--- src/rtl/joy_pot_slew.sv ---
// joy_pot_slew: maps two joysticks to four slew-limited 8-bit pot voltages (ch1..ch4).
// Optional feature: define JOY_CENTER_DEADZONE_EN for a centre dead band on analog input.
module joy_pot_slew #(
  parameter int TICK_DIV = 1024,
  parameter int STEP     = 4,
  parameter int DEADZONE = 8
) (
  input  logic        clk,
  input  logic        reset,
  input  logic        analog,
  input  logic [15:0] joy_a1,
  input  logic [15:0] joy_a2,
  input  logic [3:0]  dj1,
  input  logic [3:0]  dj2,
  output logic [7:0]  ch1,
  output logic [7:0]  ch2,
  output logic [7:0]  ch3,
  output logic [7:0]  ch4,
  output logic        upd
);

  localparam int              CW        = $clog2(TICK_DIV);
  localparam logic [CW-1:0]   TICK_LAST = CW'(TICK_DIV - 1);
  localparam logic [7:0]      STEP_V    = 8'(STEP);
  localparam logic [7:0]      CENTER    = 8'd128;

  // Out-of-range parameters would break the one-pass-per-tick timing or the 8-bit step.
  if (TICK_DIV < 8 || STEP < 1 || STEP > 255 || DEADZONE < 0 || DEADZONE > 127) begin : g_param_check
    $error("joy_pot_slew: parameter out of range");
  end

  typedef enum logic [2:0] {
    IDLE = 3'd0,
    S1   = 3'd1,
    S2   = 3'd2,
    S3   = 3'd3,
    S4   = 3'd4
  } state_t;

  state_t        state_q, state_d;
  logic [CW-1:0] cnt_q, cnt_d;
  logic          upd_q, upd_d;
  logic [7:0]    ch_q [4];
  logic [7:0]    ch_d [4];

  logic          tick_s;
  logic [7:0]    tgt_s [4];
  logic          sel_en_s;
  logic [1:0]    sel_idx_s;
  logic [7:0]    sel_cur_s;
  logic [7:0]    sel_tgt_s;
  logic          up_s;
  logic [7:0]    diff_s;
  logic [7:0]    step_s;
  logic [7:0]    slewed_s;

  function automatic logic [7:0] analog_target(input logic [7:0] raw);
    logic [7:0] t;
`ifdef JOY_CENTER_DEADZONE_EN
    int v;
    v = int'($signed(raw));
    if (v >= -DEADZONE && v <= DEADZONE) begin
      t = CENTER;
    end else begin
      t = raw ^ 8'h80;
    end
`else
    t = raw ^ 8'h80;
`endif
    return t;
  endfunction

  // pos is right/down, neg is left/up; both or neither park the pot at centre.
  function automatic logic [7:0] digital_target(input logic pos, input logic neg);
    logic [7:0] t;
    case ({pos, neg})
      2'b10:   t = 8'd255;
      2'b01:   t = 8'd0;
      default: t = CENTER;
    endcase
    return t;
  endfunction

  // Per-channel target, re-evaluated every cycle from the selected source.
  always_comb begin
    if (analog) begin
      tgt_s[0] = analog_target(joy_a1[7:0]);
      tgt_s[1] = analog_target(joy_a1[15:8]);
      tgt_s[2] = analog_target(joy_a2[7:0]);
      tgt_s[3] = analog_target(joy_a2[15:8]);
    end else begin
      tgt_s[0] = digital_target(dj1[0], dj1[1]);
      tgt_s[1] = digital_target(dj1[2], dj1[3]);
      tgt_s[2] = digital_target(dj2[0], dj2[1]);
      tgt_s[3] = digital_target(dj2[2], dj2[3]);
    end
  end

  // Free-running tick divider.
  always_comb begin
    tick_s = (cnt_q == TICK_LAST);
    if (tick_s) begin
      cnt_d = '0;
    end else begin
      cnt_d = cnt_q + CW'(1);
    end
  end

  // Pass sequencer: one channel per state after each tick.
  always_comb begin
    state_d = state_q;
    case (state_q)
      IDLE: begin
        if (tick_s) begin
          state_d = S1;
        end else begin
          state_d = IDLE;
        end
      end
      S1:      state_d = S2;
      S2:      state_d = S3;
      S3:      state_d = S4;
      S4:      state_d = IDLE;
      default: state_d = IDLE;
    endcase
  end

  // Channel selection for the shared slew path.
  always_comb begin
    sel_en_s  = 1'b1;
    sel_idx_s = 2'd0;
    case (state_q)
      S1:      sel_idx_s = 2'd0;
      S2:      sel_idx_s = 2'd1;
      S3:      sel_idx_s = 2'd2;
      S4:      sel_idx_s = 2'd3;
      default: sel_en_s  = 1'b0;
    endcase
  end

  // Shared slew path: step is clamped to the distance, so it cannot overshoot or wrap.
  always_comb begin
    sel_cur_s = ch_q[sel_idx_s];
    sel_tgt_s = tgt_s[sel_idx_s];
    up_s      = (sel_tgt_s > sel_cur_s);
    if (up_s) begin
      diff_s = sel_tgt_s - sel_cur_s;
    end else begin
      diff_s = sel_cur_s - sel_tgt_s;
    end
    if (diff_s < STEP_V) begin
      step_s = diff_s;
    end else begin
      step_s = STEP_V;
    end
    if (up_s) begin
      slewed_s = sel_cur_s + step_s;
    end else begin
      slewed_s = sel_cur_s - step_s;
    end
  end

  // Next channel values and the end-of-pass pulse.
  always_comb begin
    for (int i = 0; i < 4; i++) begin
      ch_d[i] = ch_q[i];
    end
    if (sel_en_s) begin
      ch_d[sel_idx_s] = slewed_s;
    end else begin
      ch_d[0] = ch_q[0];
    end
    upd_d = (state_q == S4);
  end

  // State registers; reset overrides any tick or pass in progress.
  always_ff @(posedge clk) begin
    if (reset) begin
      state_q <= IDLE;
      cnt_q   <= '0;
      upd_q   <= 1'b0;
      for (int i = 0; i < 4; i++) begin
        ch_q[i] <= CENTER;
      end
    end else begin
      state_q <= state_d;
      cnt_q   <= cnt_d;
      upd_q   <= upd_d;
      for (int i = 0; i < 4; i++) begin
        ch_q[i] <= ch_d[i];
      end
    end
  end

  assign ch1 = ch_q[0];
  assign ch2 = ch_q[1];
  assign ch3 = ch_q[2];
  assign ch4 = ch_q[3];
  assign upd = upd_q;

endmodule

--- config.mk ---
export PLATFORM = sky130hd
export DESIGN_NAME = joy_pot_slew
export DESIGN_NICKNAME = d
export VERILOG_FILES = /design/src/rtl/joy_pot_slew.sv
export SDC_FILE = /design/constraint.sdc
export NUM_CORES = 1
export LEC_CHECK = 0
export BUFFER_PORTS_ARGS = -buffer_cell sky130_fd_sc_hd__buf_4
export CAP_MARGIN = 30
export CORE_MARGIN = 3
export CORE_UTILIZATION = 55
export DETAILED_ROUTE_END_ITERATION = 12
export GPL_ROUTABILITY_DRIVEN = 0
export GPL_TIMING_DRIVEN = 0
export PLACE_DENSITY = 0.81
export RECOVER_POWER = 50
export SLEW_MARGIN = 0
export SYNTH_ARGS = -nofsm -noshare
export SYNTH_HDL_FRONTEND = slang
export SYNTH_SLANG_ARGS = --single-unit
--- constraint.sdc ---
create_clock -name clk -period 7.3 [get_ports clk]
set_input_delay 1.095 -clock clk [delete_from_list [all_inputs] [get_ports clk]]
set_output_delay 1.095 -clock clk [all_outputs]
set_load 0.05 [all_outputs]
==> reports/metrics.cfg <==
[cts]
clk_pin_slew_ps=90
cts_setup_buffers=0
cts_resized=0
root_buffer=clkbuf_8
cts_sinks=46
h-tree-depth=2
cts_tree=done
hold_buffers=0
clockBufferDepth=2
cts_buffers=5
clk_latency_ps=300

[run]
cap_violations=0

[timing]
tns_ps=0
fin_skew_ps=8.38
min_period_ps=6730
setup_viol=0
slew_violations=0
maxSlewHeadroom_pct=56.8
hold_viol=0
max_clock_freq_mhz=149
period_share_pct=92.2
rsz0062_at_grt=false
worst_pin_slew_ps=648

[critical_path]
slowest_delay_ps=430
r2r_setup_slack_ps=750
rr_startpoint=state_q[1]
path_max_fanout=10
critPathSlowestCell=fa_1
startpoint=analog
r2r.worst_path.cells=28
cp.arrival_ps=6900
crit-reg2reg-capture=ch_q[3][7]
cp-start-kind=input pin
end_kind=flip-flop
cp-endpoint=ch_q[3][7]
critPathKind=in -> reg
cp.required_ps=7480

[power_and_ir_drop]
power.density_nw_per_um2=138
leakage_nw=1.72
ir_drop_mv=0.162

[grt]
grt_pass1_vias=3516
grt_max_degree=15
grt_antenna_before_repair=0
grt_pass1_wl_um=16300
track_usage_pct=27.2
grt-ovfl-total=0

[logic_synthesis]
yosys_warnings=0
ys_ff_latch=46
synth_edf_count=0
synth_cell_types=53
synth_area_um2=3510
seq_area_frac_synth_pct=26.3
synth_cells=478
synthFlopType=dfxtp_1
async_flop_share_pct=0
syn_nets=549
synth_area_per_cell_um2=7.33

[routing]
vias=3662
post_drt_via_cell_ratio=5.76
drtPass1Iterations=4
drc=0
postRouteAntennaNets=0
routedWlPerCell_um=15.6
dr.first_iter.drc_count=251
routed_wl_um=9890

[cells_and_area]
layout_common_cells=a21oi_1, nor2_1, nand2_1
final_common_cell=a21oi_1
area_growth_pct=19.2
fin_nets=631
register_area_um2=921
drive_gt1_share_pct=14.4
antennaDiodeCount=0
final_area_um2=4180
fillCellCount=565
multi_input_area_um2=2400

[floorplan]
die_w_um=85.8
start_util_pct=57.8
dieArea_um2=7370
row_count=28
io_pins=76
coreArea_um2=6060
die_y_um=85.8

[outcome]
status=completed

[placement]
dpl_cell_area_um2=4160
numPortBuffers=75
hpwl_um=7820

[hold_path]
hp-class=reg -> reg

[state kept, by name, summed over array words and instances, names as in the netlist]
| signal | cells |
|---|---|
| cnt_q | 10 |
| upd | 1 |
| state_q | 3 |
| ch_q | 32 |
[power by group]
group          leakage (nW)  internal (W)  switching, W  total (W)
combinational          1.30     0.0000720     0.0000878   0.000160
clock                0.0472     0.0000762     0.0000865   0.000163
sequential            0.371      0.000252    0.00000136   0.000253
total                  1.72      0.000400      0.000176   0.000576
[cells by family (layout without fill, tap and decap cells)]
family                   Yosys count  in the layout  share of synthesized area (%)
buffers and inverters             50            133                           6.00
flip-flops                        46             46                           26.3
AND/OR/NAND/NOR                  184            184                           24.2
XOR/XNOR                          20             20                           5.21
adder cells (fa/ha/maj)           28             28                           10.6
AO/OA/AOI/OAI                    148            148                           27.1
multiplexers                       2              2                          0.571
[area by class of cell]
cell class,count,share of cell area (%)
buffer,28,3.05
clock buffer,6,1.98
inverter,22,1.98
multi-input combinational,382,57.4
sequential,46,22.0
clock inverter,2,0.299
timing repair buffer,75,11.0
tap,75,2.25
[worst max-delay path: cells and delay by family]
family	cells	cell delay (ps)
AND/OR/NAND/NOR	10	1740
AO/OA/AOI/OAI	10	1500
adder cells (fa/ha/maj)	4	1210
XOR/XNOR	3	620
buffers and inverters	4	500
multiplexers	1	230
[routing by layer]
| layer | global-route usage [%] | vias up | part of all wire (%) |
|---|---|---|---|
| met5 | 0 | - | 0 |
| met4 | 6.62 | 0 | 1.4 |
| met3 | 4.03 | 11 | 6.3 |
| met2 | 47.2 | 125 | 49 |
| met1 | 35.5 | 1683 | 43 |
| li1 | - | 1843 | - |
[how the worst min path moves through the flow]
stage | from | endpoint | slack [ps] | depth (start not counted)
after global routing | cnt_q[0] | cnt_q[0] | 500 | 1
after floorplan | cnt_q[0] | cnt_q[0] | 430 | 1
after detailed placement | cnt_q[0] | cnt_q[0] | 460 | 1
after global placement | cnt_q[0] | cnt_q[0] | 440 | 1
final | cnt_q[0] | cnt_q[0] | 480 | 1
after CTS | ch_q[1][3] | ch_q[1][3] | 480 | 2
[through the flow]
step	setup slack [ps]	utilization [%]	hold slack (ps)	instances	power, W
6_report	573	69.0	480	636	0.000576
5_1_grt	20.4	69.0	502	636	0.000606
4_1_cts	191	70.3	481	636	0.000573
3_5_place_dp	-114	68.7	462	628	0.000413
3_3_place_gp	-16.4	68.7	442	628	0.000410
2_1_floorplan	801	-	430	478	0.000369
[synth_stat cells (4+ instances only)]
cell type | instances | area (µm²)
a211oi_1 | 8 | 60.1
a21o_1 | 6 | 45.0
a21oi_1 | 72 | 360
a221oi_1 | 6 | 52.6
a22oi_1 | 4 | 30.0
clkbuf_1 | 20 | 75.1
dfxtp_1 | 46 | 921
ha_1 | 25 | 313
inv_1 | 21 | 78.8
nand2_1 | 57 | 214
nand2b_1 | 11 | 68.8
nand3_1 | 10 | 50.1
nor2_1 | 65 | 244
nor2b_1 | 8 | 50.1
nor3_1 | 7 | 35.0
nor3b_1 | 6 | 45.0
o21ai_0 | 13 | 65.1
o221a_2 | 6 | 67.6
o22a_1 | 4 | 35.0
o22ai_1 | 11 | 68.8
xnor2_1 | 10 | 87.6
xor2_1 | 9 | 78.8
No activity file was read; power rests on OpenSTA's default activity.
